### src/rtl/hermes_tp_pkg.sv
// Shared definitions for the Hermes test-packet format.
// The packet injector uses the same package.
package hermes_tp_pkg;

  // Index of each fixed field within a packet, counted in accepted flits.
  localparam int unsigned K_HDR           = 0;
  localparam int unsigned K_SIZE          = 1;
  localparam int unsigned K_STAMP         = 2;
  localparam int unsigned K_PKTNUM        = 3;
  localparam int unsigned K_FIRST_PAYLOAD = 4;

  typedef struct packed {
    logic dest;
    logic short_pkt;
    logic len;
    logic payload;
  } err_flags_t;

  typedef enum logic [2:0] {
    ST_IDLE,
    ST_SIZE,
    ST_STAMP,
    ST_PKTNUM,
    ST_PAYLOAD
  } sink_state_t;

endpackage

### src/rtl/hermes_pkt_sink.sv
// Hermes local-port packet sink: parses test packets, checks them and
// emits one result record per packet over a valid/ready handshake.
import hermes_tp_pkg::*;

module hermes_pkt_sink #(
  parameter int FLIT_WIDTH = 32,
  parameter int MY_X       = 0,
  parameter int MY_Y       = 0,
  parameter int ERR_CNT_W  = 16
) (
  input  logic                  clk,
  input  logic                  rst_n,
  input  logic                  rx_i,
  input  logic                  eop_i,
  input  logic [FLIT_WIDTH-1:0] data_i,
  output logic                  credit_o,
  input  logic [31:0]           now_i,
  output logic                  res_valid_o,
  input  logic                  res_ready_i,
  output logic [15:0]           res_src_o,
  output logic [31:0]           res_size_o,
  output logic [31:0]           res_pkt_num_o,
  output logic [31:0]           res_latency_o,
  output logic [3:0]            res_err_o,
  output logic [31:0]           pkts_recv_o,
  output logic [ERR_CNT_W-1:0]  err_cnt_o
);

  localparam logic [7:0] MY_X8 = MY_X[7:0];
  localparam logic [7:0] MY_Y8 = MY_Y[7:0];

  // Handshake: a flit moves when rx_i && credit_o at a rising edge; a
  // result moves when res_valid_o && res_ready_i at a rising edge.
  sink_state_t           state_q, state_d;
  logic [31:0]           idx_q, idx_d;
  logic                  over_q, over_d;
  logic [15:0]           src_q, src_d;
  logic [31:0]           size_q, size_d;
  logic [31:0]           lat_q, lat_d;
  logic [31:0]           pkt_q, pkt_d;
  err_flags_t            err_q, err_d;
  logic                  res_valid_q, res_valid_d;
  logic [15:0]           res_src_q, res_src_d;
  logic [31:0]           res_size_q, res_size_d;
  logic [31:0]           res_pkt_q, res_pkt_d;
  logic [31:0]           res_lat_q, res_lat_d;
  err_flags_t            res_err_q, res_err_d;
  logic [31:0]           pkts_q, pkts_d;
  logic [ERR_CNT_W-1:0]  err_cnt_q, err_cnt_d;

  logic        acc;
  logic        close;
  logic [32:0] k33;
  logic [32:0] last33;

  assign credit_o = rst_n && !(state_q == ST_IDLE && res_valid_q && !res_ready_i);
  assign acc      = rx_i && credit_o;
  assign k33      = {1'b0, idx_q};
  assign last33   = {1'b0, size_q} + 33'd1;

  always_comb begin
    state_d     = state_q;
    idx_d       = idx_q;
    over_d      = over_q;
    src_d       = src_q;
    size_d      = size_q;
    lat_d       = lat_q;
    pkt_d       = pkt_q;
    err_d       = err_q;
    close       = 1'b0;
    res_valid_d = res_valid_q;
    res_src_d   = res_src_q;
    res_size_d  = res_size_q;
    res_pkt_d   = res_pkt_q;
    res_lat_d   = res_lat_q;
    res_err_d   = res_err_q;
    pkts_d      = pkts_q;
    err_cnt_d   = err_cnt_q;

    if (acc) begin
      case (state_q)
        ST_IDLE: begin
          // A new packet starts from zeroed fields so early-closed packets report 0.
          src_d    = data_i[31:16];
          size_d   = '0;
          lat_d    = '0;
          pkt_d    = '0;
          err_d    = '0;
          err_d.dest = (data_i[15:8] != MY_X8) || (data_i[7:0] != MY_Y8);
          idx_d    = 32'(K_SIZE);
          state_d  = ST_SIZE;
        end
        ST_SIZE: begin
          size_d  = data_i;
          idx_d   = 32'(K_STAMP);
          state_d = ST_STAMP;
        end
        ST_STAMP: begin
          lat_d   = now_i - data_i;
          idx_d   = 32'(K_PKTNUM);
          state_d = ST_PKTNUM;
        end
        default: begin
          if (state_q == ST_PKTNUM) begin
            pkt_d = data_i;
          end else if (!over_q && data_i != idx_q - 32'd1) begin
            err_d.payload = 1'b1;
          end
          // Beyond the last expected flit everything is discarded until eop.
          if (!over_q) begin
            if (eop_i) begin
              if (k33 != last33) err_d.len = 1'b1;
            end else if (k33 >= last33) begin
              err_d.len = 1'b1;
              over_d    = 1'b1;
            end
            idx_d = idx_q + 32'd1;
          end
          state_d = ST_PAYLOAD;
        end
      endcase

      if (eop_i) begin
        close = 1'b1;
        if (state_q == ST_IDLE || state_q == ST_SIZE || state_q == ST_STAMP) begin
          err_d.short_pkt = 1'b1;
        end
        state_d = ST_IDLE;
        idx_d   = '0;
        over_d  = 1'b0;
      end
    end

    if (close) begin
      res_valid_d = 1'b1;
      res_src_d   = src_d;
      res_size_d  = size_d;
      res_pkt_d   = pkt_d;
      res_lat_d   = lat_d;
      res_err_d   = err_d;
      pkts_d      = pkts_q + 32'd1;
      if (err_d != '0 && err_cnt_q != '1) err_cnt_d = err_cnt_q + 1'b1;
    end else if (res_valid_q && res_ready_i) begin
      res_valid_d = 1'b0;
    end
  end

  always_ff @(posedge clk) begin
    if (!rst_n) begin
      state_q     <= ST_IDLE;
      idx_q       <= '0;
      over_q      <= 1'b0;
      src_q       <= '0;
      size_q      <= '0;
      lat_q       <= '0;
      pkt_q       <= '0;
      err_q       <= '0;
      res_valid_q <= 1'b0;
      res_src_q   <= '0;
      res_size_q  <= '0;
      res_pkt_q   <= '0;
      res_lat_q   <= '0;
      res_err_q   <= '0;
      pkts_q      <= '0;
      err_cnt_q   <= '0;
    end else begin
      state_q     <= state_d;
      idx_q       <= idx_d;
      over_q      <= over_d;
      src_q       <= src_d;
      size_q      <= size_d;
      lat_q       <= lat_d;
      pkt_q       <= pkt_d;
      err_q       <= err_d;
      res_valid_q <= res_valid_d;
      res_src_q   <= res_src_d;
      res_size_q  <= res_size_d;
      res_pkt_q   <= res_pkt_d;
      res_lat_q   <= res_lat_d;
      res_err_q   <= res_err_d;
      pkts_q      <= pkts_d;
      err_cnt_q   <= err_cnt_d;
    end
  end

  assign res_valid_o   = res_valid_q;
  assign res_src_o     = res_src_q;
  assign res_size_o    = res_size_q;
  assign res_pkt_num_o = res_pkt_q;
  assign res_latency_o = res_lat_q;
  assign res_err_o     = res_err_q;
  assign pkts_recv_o   = pkts_q;
  assign err_cnt_o     = err_cnt_q;

endmodule
### config.mk
export PLATFORM = sky130hd
export DESIGN_NAME = hermes_pkt_sink
export DESIGN_NICKNAME = d
export VERILOG_FILES = /design/src/rtl/hermes_tp_pkg.sv /design/src/rtl/hermes_pkt_sink.sv
export SDC_FILE = /design/constraint.sdc
export NUM_CORES = 1
export LEC_CHECK = 0
export BUFFER_PORTS_ARGS = -buffer_cell sky130_fd_sc_hd__buf_4
export CORE_ASPECT_RATIO = 1.75
export CORE_MARGIN = 1.5
export CORE_UTILIZATION = 35
export CTS_BUF_LIST = sky130_fd_sc_hd__clkbuf_4 sky130_fd_sc_hd__clkbuf_8
export DETAILED_ROUTE_END_ITERATION = 10
export GPL_TIMING_DRIVEN = 0
export PLACE_DENSITY = 0.52
export SETUP_SLACK_MARGIN = 0.2
export SLEW_MARGIN = 40
export SYNTH_ARGS = -nofsm -noshare
export SYNTH_HDL_FRONTEND = slang
export SYNTH_SLANG_ARGS = --single-unit
### constraint.sdc
create_clock -name clk -period 9.9 [get_ports clk]
set_input_delay 0 -clock clk [delete_from_list [all_inputs] [get_ports clk]]
set_output_delay 0 -clock clk [all_outputs]
set_load 0.005 [all_outputs]
==> flow_results.org, run 1 <==
** Clock network
- Clk Latency, worst-skew pair :: ~630 ps
- The longest clock path from root to sink contains 3 buffers.
- The clock net in this run drives a total of 317 sinks.
- Htree depth :: 2
- Once the clock tree was built, the resizer swapped 0 gates to a different size.
- Clock transition at the registers of the reported paths :: 70 ps
- Root Buffer Master :: clkbuf_8
- Counting the buffers created by CTS gives 51.
- TritonCTS built the clock tree.

** Logic synthesis
- Proportion of netlist area held by the largest area contributor :: 0.405
- The cell count after synthesis came out at 1,907.
- In the post-synthesis netlist, the biggest area contributors are dfxtp_1 41%, nor2_1 5.6%, ha_1 5.4%.
- After synthesis the cells add up to 0.0157 mm^2.
- Counting distinct cell types in the post-synthesis netlist gives 68.
- For this run, the leading register cell type out of synthesis is dfxtp_1.
- Area leader, netlist :: dfxtp_1
- The average instance in the mapped netlist occupies 8.22 um^2.
- The synthesized design contains 0 enable-type register cells.
- For this run, the register share of the synthesized area comes to 0.405.
- Count of synthesis-stage warnings from yosys :: 0
- Of all flip-flops after synthesis, the portion carrying an async set or reset was 0.
- Synthesis produced a netlist with a net count of around 2,000.
- Flip-flop and latch count after synthesis :: 317

** Cells and area
- Commonest cells after routing, fill and taps aside :: 317 x dfxtp_1, 233 x nor2_1, 232 x buf_4
- Ratio of cells with drive above 1 in the final layout :: 0.158
- The multi-input combinational cells in the finished layout cover a total of 0.00869 mm^2.
- Once layout is complete, the utilization of the core stands at 0.446.
- The library cell used most frequently in the layout, excluding fill and tap cells, is dfxtp_1.
- Post-route insts no fill :: 2,845
- Relative to the synthesized area, the layout overhead comes to 25.8%.
- In the final layout, flip-flops and latches occupy between 0.006 and 0.007 mm^2.
- Counting the fill cells in the layout gives 4,578.
- In the final design database the tool counted 2,370 nets.

** GRT
- Entering global routing, the biggest net connects 15 pins.
- Across every metal layer, demand over resource in global routing totals 0.262.
- Wire length of the first global-routing pass :: 90,900 um
- The number of antenna violations at the first check in global routing came to 1.
- Final global-route overflow total :: 0
- The via count of the first global-routing pass is 15,224.

** Setup path
- Setup slack of the worst register-to-register path :: 4980 ps
- Critical Path Fanout Max :: 10
- Launching point of the worst reg2reg path :: size_q[0]$_SDFF_PN0_
- Critical path arrival :: 5400 ps
- Measured in cells, the most critical reg-to-reg path has a length of 18.
- The critical path in this run is classified as reg -> reg.
- STA classifies the critical path endpoint as a flip-flop.
- Data on the critical path is required at its endpoint by 10,380 ps.
- Critical register-to-register path endpoint :: err_cnt_o[13]$_SDFFE_PN0P_
- Category of the worst setup path launch point :: flip-flop
- Worst setup startpoint :: size_q[0]$_SDFF_PN0_

** Floorplanning
- Die footprint :: 0.0461 mm^2
- For this configuration, the core starts out at a cell density of 0.355.
- Die extent in x :: roughly 160 um
- Core Footprint :: 0.0442 mm^2
- Row generation in the floorplan step produced 102 rows.
- 235 I/O pins were placed.
- Die height :: 283 um

** Worst hold path
- HP Class :: in -> reg
- Min-Delay Endpoint :: state_q[1]$_SDFFE_PN0P_
- The worst hold path was traced through 3 stages.
- Hold Crit Start :: eop_i

** STA
- Setup repair after global routing left no endpoint under its margin.
- Achievable clock frequency :: 203 MHz
- The clock arrives with between 30 and 40 ps of skew.
- The number of hold-slack violations in the final timing report is 0.
- Setup violations remaining at the end of the flow were counted as 0.
- At the pin with the least slew margin, the transition time is between 800 and 900 ps.
- Final clock period utilization by the worst path :: 0.497
- Rel. slew slack :: 0.440
- Number of max-slew violations in the final report :: 0
- Setup total negative slack on the finished layout was measured at 0 ps.
- Counting I/O delays and the setup requirement, the final critical path takes 4920 ps.

** Power
- The worst-case IR drop observed on VDD is 0.0000802 V.
- Total power :: 2.89 mW
- For this design the ratio of total power to cell area is 147 mW/mm^2.
- Summed over all cells, the static leakage comes to 7.92 nW.

** Routing
- Pre-Repair DR Iteration Count :: 6
- The detail route stage leaves a number of antenna-violating nets equal to 0.
- Via Count :: 15,588
- Dividing the detail-routed via count by the number of cells gives 5.48.
- Summed over all layers, the routed wires come to a little over 60,000 um.
- Per-cell routed wire length :: 21.6 um
- Remaining DRCs :: 0
- For this block, the initial DRC count from the detailed router was 937.

** Outcome
- Status :: completed

** Run
- Across the run, the number of max-cap violations was 0.

** Placed design
- HPWL Detailed :: 48,000 um
- The congestion estimate from routability-driven global placement came to roughly 0.90.
- Quantity of I/O buffers inserted on ports :: roughly 230
- After detailed placement, the design holds a cell count of 2,711.
[synthesized netlist by cell type, drive strengths merged, types with 4 or more instances]
cell / n
nand2: 135
nor3: 34
nor4: 24
xnor2: 67
a211oi: 21
dfxtp: 317
o41ai: 7
o21a: 11
nor2: 233
o2111ai: 5
clkbuf: 116
nand2b: 14
o211ai: 7
o21ai: 147
nand4: 32
a21oi: 93
o21bai: 5
o311ai: 8
and4: 8
buf: 8
nor3b: 5
or2: 8
and3: 40
ha: 68
and2: 26
or4: 16
a21o: 10
a32oi: 5
xor2: 71
a22oi: 75
or3: 18
mux2i: 9
o31a: 5
nand3: 150
inv: 49
o31ai: 9
nor2b: 4
[flip-flops by register name, indices dropped and copies added, names as in the netlist]
signal / cells
err_cnt_o: 16
err_q: 4
idx_q: 32
lat_q: 32
over_q: 1
pkt_q: 32
pkts_recv_o: 32
res_err_o: 4
res_latency_o: 32
res_pkt_num_o: 32
res_size_o: 32
res_src_o: 16
res_valid_o: 1
size_q: 32
src_q: 16
state_q: 3
[worst max-delay path by stage]
stage | end | slack, ps
after global routing | err_cnt_o[5]$_SDFFE_PN0P_ | 4610
final | err_cnt_o[13]$_SDFFE_PN0P_ | 4980
after floorplan | err_cnt_o[11]$_SDFFE_PN0P_ | 5600
after CTS | err_cnt_o[5]$_SDFFE_PN0P_ | 4700
after global placement | err_cnt_o[5]$_SDFFE_PN0P_ | 4270
after detailed placement | err_cnt_o[5]$_SDFFE_PN0P_ | 4690
[stage by stage]
step,hold slack [ps],cell area (um^2),setup WS [ps]
finish,52.2,19700,4980
global route,65.3,19700,4610
CTS,1.31,19700,4700
detailed placement,326,18200,4690
global placement,322,18100,4270
floorplan,158,15700,5600
[cells by family (layout without fill, tap and decap cells)]
group / Yosys count / after routing / synth area share
AND/OR/NAND/NOR: 759 / 759 / 0.235
AO/OA/AOI/OAI: 441 / 441 / 0.178
XOR/XNOR: 138 / 138 / 0.0771
other: 0 / 1 / 0
buffers and inverters: 174 / 539 / 0.0434
flip-flops: 317 / 317 / 0.405
adder cells (fa/ha/maj): 69 / 69 / 0.0556
multiplexers: 9 / 9 / 0.00575
[what timing repair did]
action / in CTS / in global routing
hold buffers: 39 / 0
endpoints found under the hold margin: 154 / 0
buffers inserted: 0 / 0
[routing by layer]
metal,track usage,share of wire
met1,0.268,0.37
met2,0.502,0.53
met3,0.0403,0.048
met4,0.144,0.055
met5,0,0
[critical path, stage by stage (launching register included)]
cell and delay (ps):
dfxtp_1 410, ha_1 220, nand3_1 220, nor4_4 570, and3_1 240, clkbuf_1 250, nand3_1 130, xor2_1 160
ha_1 300, and4_1 200, nand2_1 90, or4_1 530, o21ai_0 300, o211ai_1 190, nand3_1 170, a21oi_4 100
buf_6 200, o311ai_0 360, o41ai_1 140
[layout make-up]
class | instances | share of cell area
Sequential cell | 317 | 0.322
Buffer | 124 | 0.0254
Antenna cell | 1 | 0.000127
Timing Repair Buffer | 272 | 0.108
Clock inverter | 12 | 0.00527
Tap cell | 572 | 0.0363
Clock buffer | 81 | 0.0521
Multi-Input combinational cell | 1416 | 0.441
Inverter | 50 | 0.00952
[power by group]
part / switching (mW) / total (mW) / leakage (nW) / internal [mW]
clock: 0.558 / 1.25 / 0.604 / 0.688
sequential: 0.00757 / 1.30 / 2.56 / 1.29
combinational: 0.225 / 0.346 / 4.76 / 0.121
Note: power is estimated with default switching activity, not from simulation.
==> run 2: changes to the inputs <==
==> constraint.sdc (replaced) <==
create_clock -name clk -period 4.7 [get_ports clk]
set_input_delay 0 -clock clk [delete_from_list [all_inputs] [get_ports clk]]
set_output_delay 0 -clock clk [all_outputs]
set_load 0.005 [all_outputs]
==> flow_results.org, run 2 (synthesis gave the netlist of run 1 again) <==
** Routing
- Aggregate routed wire length :: 62,200 um (+1.3%)
- Top routing layer in use :: met4
- The number of violations reported at the end of detailed-routing iteration 0 came to 958 (+2.2%).
- The mean number of vias per cell came to 5.49 (+0.21%).
- The count of antenna-violating nets left after detailed routing is 0 (unchanged).
- Per-cell routed wire length :: 21.8 um (+1.1%)
- The sum of met2 wire segment lengths after detailed routing is 33,000 um (+1.6%).
- The via count came to 15,653 (+0.42%).
- Pre-Repair DR Iteration Count :: 5 (-1)
- WL met3 :: 3070 um (+5.2%)
- The DRC violation count after routing is 0 (unchanged).
- Wire length on met1 :: 22,600 um (about the same)

** Floorplanning
- Effective utilization at floorplan :: 0.355 (unchanged)
- The width of the chip is 163 um (unchanged).
- The core outline area came to 0.0442 mm^2 (unchanged).
- The die height is 283 um (unchanged).
- The row count came to 102 (unchanged).
- The number of top-level pins was 235 (unchanged).
- Die footprint :: 0.0461 mm^2 (unchanged)

** Clock network
- The total clock buffers created by CTS was 51 (unchanged).
- The clock-pin slew reported for the worst setup and hold paths after clock tree synthesis was 70 ps (about the same).
- The maximum clock insertion buffer count came to 3 (unchanged).
- Clk Latency, worst-skew pair :: 630 ps (about the same)
- The level count of the clock H-tree was 2 (unchanged).
- Root Buffer Master :: clkbuf_8
- TritonCTS built the clock tree.
- The total number of clock tree sinks is 317 (unchanged).

** STA
- Post-Route Skew :: 37.9 ps (+1.26 ps)
- The achievable clock frequency is 226 MHz (+11%).
- Hold Violations, Final :: 0 (unchanged)
- The final clock period utilization by the worst path is 0.942 (+0.445).
- Setup repair after global routing left no endpoint under its margin.
- The final max-slew violation count was 0 (unchanged).
- Rel. slew slack :: 0.187 (-0.253)
- The final critical-path setup slack is 274 ps (-4710 ps).
- Final sum of negative setup slack :: 0 ps (unchanged)
- The actual transition at the worst max-transition pin is 1220 ps (+380 ps).
- The setup violation total in the final timing report was 0 (unchanged).
- Shortest period the worst path allows :: 4430 ps (-495 ps)

** Setup path
- The worst setup path is of the reg -> reg kind.
- Crit path capture type :: flip-flop
- The required time of the critical path is 5190 ps (-5190 ps).
- For this design, the slowest cell found on the critical path is or4_4.
- The biggest cell delay along the critical path is 580 ps (about the same).
- The maximum fanout encountered on the critical timing path came to 9 (-1).
- The signal on the critical path passes through buf_6, or4_1, buf_4, or4_1, buf_4, or3_1, a221o_1, or4_1, or4_4, a21oi_4, clkbuf_16, nor3_1, mux2i_1.
- Category of the worst setup path launch point :: flip-flop
- The arrival time of data at the critical path endpoint came to 4920 ps (-480 ps).
- The most numerous cell type found on the critical path is or4_1.
- Setup slack of the worst register-to-register path :: 270 ps (-4710 ps)

** Run
- The max-cap check violation count is 0 (unchanged).

** GRT
- The number of antenna violations at the first check in global routing is 1 (unchanged).
- The pin count of the biggest net entering global routing is 15 (unchanged).
- Overall fraction of global-route tracks in use :: 0.263 (about the same)
- Wire length of the first global-routing pass :: 90,900 um (about the same)
- Final global-route overflow total :: 0 (unchanged)
- The via count of the first global-routing pass came to 15,223 (-0.0066%).

** Power
- The combinational share of power came to 0.122 (+0.002).
- Switching power :: 1.67 mW (+110%)
- Proportion of total power due to net switching :: 0.275 (+0.000786)
- Worst supply voltage drop on vdd :: 0.000169 V (+110%)
- The internal portion of total power is 4.42 mW (+110%).
- The static leakage is 8.02 nW (+1.3%).
- The relative contribution of sequential cells to total power is 0.447 (-0.002).
- Total power :: 6.10 mW (+110%)
- The clock network fraction of total power was 0.431 (about the same).
- Areal power density over the cells :: 305 mW/mm^2 (+110%)

** Cells and area
- The share of cells above drive strength 1 is 0.177 (+0.0185).
- The post-layout instance count excluding filler cells came to 2,851 (+0.21%).
- The total number of nets in the final design was 2,376 (+0.25%).
- In the layout the commonest cells are 307 x dfxtp_1, 236 x buf_4, 230 x nor2_1.
- Area growth syn-to-layout :: 27.7%
- The final design utilization is 0.453 (+0.00660).
- Leaving out fill and tap cells, the most frequent cell in the layout is dfxtp_1.
- The number of fill cells in the layout was 4,559 (-0.42%).

** Placed design
- Quantity of I/O buffers inserted on ports :: 232 (unchanged)
- Routability congestion estimate from global placement :: 0.902 (unchanged)
- The worst setup slack before clock tree synthesis came to -513 ps (-5200 ps).
- The number of instances in the placed design came to 2,711 (unchanged).
- HPWL Detailed :: 48,000 um (unchanged)

** Outcome
- The flow ran to the end, and the final reports show no timing, DRC or antenna violations.

** Worst hold path
- The tightest min-delay check is of the in -> reg type.
-- run 2: changes by cell type in the layout (fill, tap and decap cells not counted), moves of 4 or more --
cell / before / now
dfxtp_1: 317 / 307
dfxtp_2: 0 / 7
buf_4: 232 / 236
clkbuf_1: 110 / 106
nand3_1: 150 / 146
nor4_1: 20 / 16
o311ai_0: 8 / 4
-- run 2: area by class of cell --
cell class / count / area (um^2) / area share
diodes: 1 / 2.50 / 0.000125
plain buffers: 124 / 514 / 0.0257
clock buffers: 81 / 1030 / 0.0514
clock inverters: 12 / 104 / 0.00519
inverters: 50 / 188 / 0.00938
multi-input cells: 1417 / 8870 / 0.443
flip-flops and latches: 317 / 6370 / 0.318
well taps: 572 / 716 / 0.0358
repair buffers: 277 / 2220 / 0.111
-- run 2: per-stage QoR --
step	hold WS, ps	instance area [um^2]
floorplan	158	15700
global placement	322	18100
detailed placement	326	18200
CTS	1.31	19700
global route	65.3	20000
finish	43.9	20000
-- run 2: timing repair --
| action | CTS | global route |
|---|---|---|
| hold buffers | 39 | 0 |
| pin swaps | 3 | 12 |
| gates cloned | 0 | 2 |
| setup buffers | 1 | 3 |
| endpoints found under the setup margin | 16 | 16 |
| resized for setup | 15 | 50 |
| hold endpoints to repair | 154 | 0 |
-- run 2: critical path: cells and delay by family (launching register included) --
kind / cells / cell delay, ps
compound gates: 2 / 720
flops: 1 / 320
simple gates: 6 / 2390
mux: 1 / 130
buf+inv: 4 / 740
-- run 2: power by group through the flow --
stage / sequential (mW) / clock (mW) / combinational [mW]
3_3_place_gp: 2.79 / 0 / 0.694
2_1_floorplan: 2.78 / 0 / 0.389
6_report: 2.73 / 2.63 / 0.746
4_1_cts: 2.73 / 2.69 / 0.730
5_1_grt: 2.73 / 2.80 / 0.800
3_5_place_dp: 2.79 / 0 / 0.700
-- run 2: final timing paths --
check | end | depth (start not counted) | startpoint
worst max register to register | err_cnt_o[7]$_SDFFE_PN0P_ | 13 | idx_q[9]$_SDFFE_PN0P_
worst min-delay path | res_latency_o[19]$_SDFFE_PN0P_ | 5 | now_i[19]
worst max-delay path | err_cnt_o[7]$_SDFFE_PN0P_ | 13 | idx_q[9]$_SDFFE_PN0P_
worst min register to register | res_latency_o[13]$_SDFFE_PN0P_ | 2 | res_latency_o[13]$_SDFFE_PN0P_
-- run 2: routing by layer --
layer	GRT usage	vias to the layer above
met1	0.269	7518
met4	0.143	0
met5	0	-
met2	0.503	507
met3	0.0400	148
li1	-	7480
==> run 3: changes to the inputs <==
--- a/config.mk
+++ b/config.mk
@@ -5,6 +5,7 @@
 export SDC_FILE = /design/constraint.sdc
 export NUM_CORES = 1
 export LEC_CHECK = 0
+export ABC_AREA = 1
 export BUFFER_PORTS_ARGS = -buffer_cell sky130_fd_sc_hd__buf_4
 export CORE_ASPECT_RATIO = 1.75
 export CORE_MARGIN = 1.5
==> flow_results.org, run 3 <==
** Outcome
- Status :: completed

** Power
- The power after layout is 6.36 mW (+4.3%).
- The worst vdd rail ir drop was 0.000179 V (+5.9%).
- Areal power density over the cells :: 302 mW/mm^2 (-1.1%)
- The static leakage is 9.33 nW (+16%).

** Clock network
- The total clock buffers created by CTS came to 49 (-3.9%).
- Root Buffer Master :: clkbuf_8
- The clock latency of the later-clocked register in the worst-skew pair is 640 ps (about the same).
- TritonCTS built the clock tree.
- The level count of the clock H-tree came to 2 (unchanged).
- Clock Sink Count :: 317 (unchanged)
- Clock transition at the registers of the reported paths :: 60 ps (about the same)
- Clock tree buffer depth :: 3 (unchanged)

** Floorplanning
- The row count came to 106 (+3.9%).
- Die footprint :: 0.0497 mm^2 (+7.9%)
- Core Footprint :: 0.0477 mm^2 (+8.1%)
- Effective utilization at floorplan :: 0.354 (about the same)
- The width of the chip is 169 um (+3.9%).
- The number of top-level pins is 235 (unchanged).
- The die height was 294 um (+3.9%).

** Setup path
- The most numerous cell type found on the critical path is nand2_1.
- Setup slack of the worst register-to-register path :: 430 ps (+160 ps)
- Critical Path Fanout Max :: 4 (-5)
- Crit path capture type :: flip-flop
- The setup path with the least slack is of type reg -> reg.
- The arrival time of data at the critical path endpoint was 4830 ps (-90 ps).
- For this design, the slowest cell found on the critical path is dfxtp_2.
- The required time of the critical path came to 5260 ps (+70 ps).
- The biggest cell delay along the critical path came to 330 ps (-250 ps).
- Category of the worst setup path launch point :: flip-flop

** Cells and area
- Compared with the post-synthesis result, the final layout area differs by 24.6%.
- Number of fill cells in the layout :: 5,071 (+11%)
- Ratio of cells with drive above 1 in the final layout :: 0.157 (-0.0196)
- Most frequent standard cell in the layout excluding fill and tap cells :: nand2_1
- Multi-input combinational cell area :: 0.00893 mm^2 (+0.72%)
- Post-Route Utilization :: 0.442 (-0.0113)
- Post-route insts no fill :: 3,381 (+19%)
- Commonest cells after routing, fill and taps aside :: 474 x nand2_1, 360 x inv_1, 315 x dfxtp_1
- The total number of nets in the final design is 2,889 (+22%).
- The total area of sequential cells was 0.00635 mm^2 (-0.28%).

** Logic synthesis
- Flip-flop and latch count after synthesis :: 317 (unchanged)
- Count of distinct cell types in the synthesized netlist :: 62 (-8.8%)
- The number of synthesized flops with an enable pin is 0 (unchanged).
- In the synthesized netlist the dominant register cell turns out to be dfxtp_1.
- Fraction of synthesis flops using an asynchronous set or reset pin :: 0 (unchanged)
- After synthesis, the most frequently instantiated cells are 478 x nand2_1, 361 x inv_1, 317 x dfxtp_1.
- Count of synthesis-stage warnings from yosys :: 0 (unchanged)
- The cell area after technology mapping was 0.0169 mm^2 (+8.0%).
- dfxtp_1 takes more of the synthesized area than any other cell.
- Post-Synthesis Mean Instance Area :: 6.99 um^2 (-15%)
- The total nets after synthesis came to 2,561 (+25%).
- The share of the yosys chip area belonging to registers came to 0.375 (-0.0301).
- The synthesized instance count was 2,423 (+27%).
- Yosys attributes the largest share of cell area to dfxtp_1 37%, nand2_1 11%, inv_1 8.0%.
- Cell with the most instances after synthesis :: nand2_1
- The share of Yosys cell area claimed by the top area cell type was 0.375 (-0.0301).

** Routing
- Post-route antenna net violation count :: 0 (unchanged)
- The detail-routed net length per standard cell was 21.1 um (-3.3%).
- Pre-Repair DR Iteration Count :: 6 (+1)
- DRC marker count from the first detailed-route iteration :: 964 (+0.63%)
- The final wirelength is 71,300 um (+15%).
- The via count is 17,566 (+12%).
- The mean number of vias per cell was 5.20 (-5.4%).
- Remaining DRCs :: 0 (unchanged)

** Placed design
- Total placed cells including tap cells :: 3,251 (+20%)
- Quantity of I/O buffers inserted on ports :: 234 (+0.86%)
- The HPWL after detailed placement is 57,100 um (+19%).
- The final weighted congestion in routability-driven placement is 0.943 (+4.5%).
- Setup WS pre-CTS :: -404 ps (+109 ps)

** Run
- The max-cap check violation count came to 0 (unchanged).

** GRT
- The overall track demand over capacity in global routing came to 0.282 (+0.0191).
- Final global-route overflow total :: 0 (unchanged)
- The via count of the first global-routing pass came to 17,631 (+16%).
- Pin count of the biggest net entering global routing :: 15 (unchanged)
- Antenna violations before repair :: 2 (+1)
- The global-route wire length before repair was 104,000 um (+14%).

** STA
- Hold Violations, Final :: 0 (unchanged)
- Setup repair after global routing could not meet its margin everywhere.
- The achievable clock frequency came to 234 MHz (+3.8%).
- The final clock period utilization by the worst path came to 0.908 (-0.0341).
- The final critical-path setup slack came to 434 ps (+160 ps).
- The relative slew slack was 0.394 (+0.207).
- Slew at the pin with the worst max-slew slack :: 910 ps (-307 ps)
- Post-Route Skew :: 35.1 ps (-2.80 ps)
- Shortest period the worst path allows :: 4270 ps (-160 ps)
- The hold slack came to 20.8 ps (-23.1 ps).
- The setup violation total in the final timing report was 0 (unchanged).
- Number of max-slew violations in the final report :: 0 (unchanged)

** Worst hold path
- HP Class :: in -> reg
## run 3: worst max-delay path: cells and delay by family (launching register included)
kind,cells,cell delay [ps]
DFF,1,330
and+or+nand+nor,18,2710
buffers and inverters,4,380
AOI/OAI and AO/OA,2,320
adders and majority gates,1,290
xor gates and xnor gates,1,170
## run 3: area by class of cell
cell class,count,area share
diodes,2,0.000237
plain buffers,81,0.0162
clock buffers,69,0.0421
clock inverters,16,0.0119
inverters,373,0.0664
multi-input cells,1652,0.423
flip-flops and latches,317,0.301
well taps,594,0.0352
repair buffers,277,0.103
## run 3: per-stage QoR
stage | cell area (um^2) | TNS, ps
finish | 21100 | 0
global route | 21100 | 0
CTS | 21000 | 0
detailed placement | 19400 | -5360
global placement | 19400 | -4560
floorplan | 16900 | 0
## run 3: path summary, 6_finish.rpt
| path | endpoint | cells after the start | from |
|---|---|---|---|
| max | err_cnt_o[2]$_SDFFE_PN0P_ | 26 | size_q[1]$_SDFF_PN0_ |
| min reg2reg | res_latency_o[26]$_SDFFE_PN0P_ | 2 | res_latency_o[26]$_SDFFE_PN0P_ |
| min | size_q[29]$_SDFF_PN0_ | 5 | data_i[29] |
| max reg2reg | err_cnt_o[2]$_SDFFE_PN0P_ | 26 | size_q[1]$_SDFF_PN0_ |
## run 3: repair_timing
item / in CTS / in global routing
cloned: 0 / 1
setup buffers: 6 / 4
setup endpoints to repair: 17 / 16
hold buffers: 32 / 0
gates resized for setup: 13 / 9
endpoints found under the hold margin: 65 / 0
pin swaps: 6 / 10
## run 3: where the power goes
| part | switching, mW | internal [mW] | leakage [nW] |
|---|---|---|---|
| Sequential | 0.0297 | 2.73 | 2.56 |
| Clock | 1.20 | 1.55 | 0.596 |
| Combinational | 0.569 | 0.284 | 6.17 |
| Total | 1.80 | 4.57 | 9.33 |
## run 3: logic make-up (layout without fill, tap and decap cells)
logic type | count (synthesis) | in the layout | synth area share
adders and majority gates | 69 | 69 | 0.0515
and+or+nand+nor | 1032 | 1032 | 0.272
buffers and inverters | 454 | 816 | 0.102
AOI/OAI and AO/OA | 475 | 475 | 0.159
other | 0 | 2 | 0
DFF | 317 | 317 | 0.375
xor gates and xnor gates | 76 | 76 | 0.0401
## run 3: routing by layer
metal | global-route usage | share of wire | wire, um
met1 | 0.265 | 0.34 | 24200
met2 | 0.538 | 0.52 | 37400
met3 | 0.0467 | 0.053 | 3810
met4 | 0.208 | 0.083 | 5900
met5 | 0 | 0 | 0
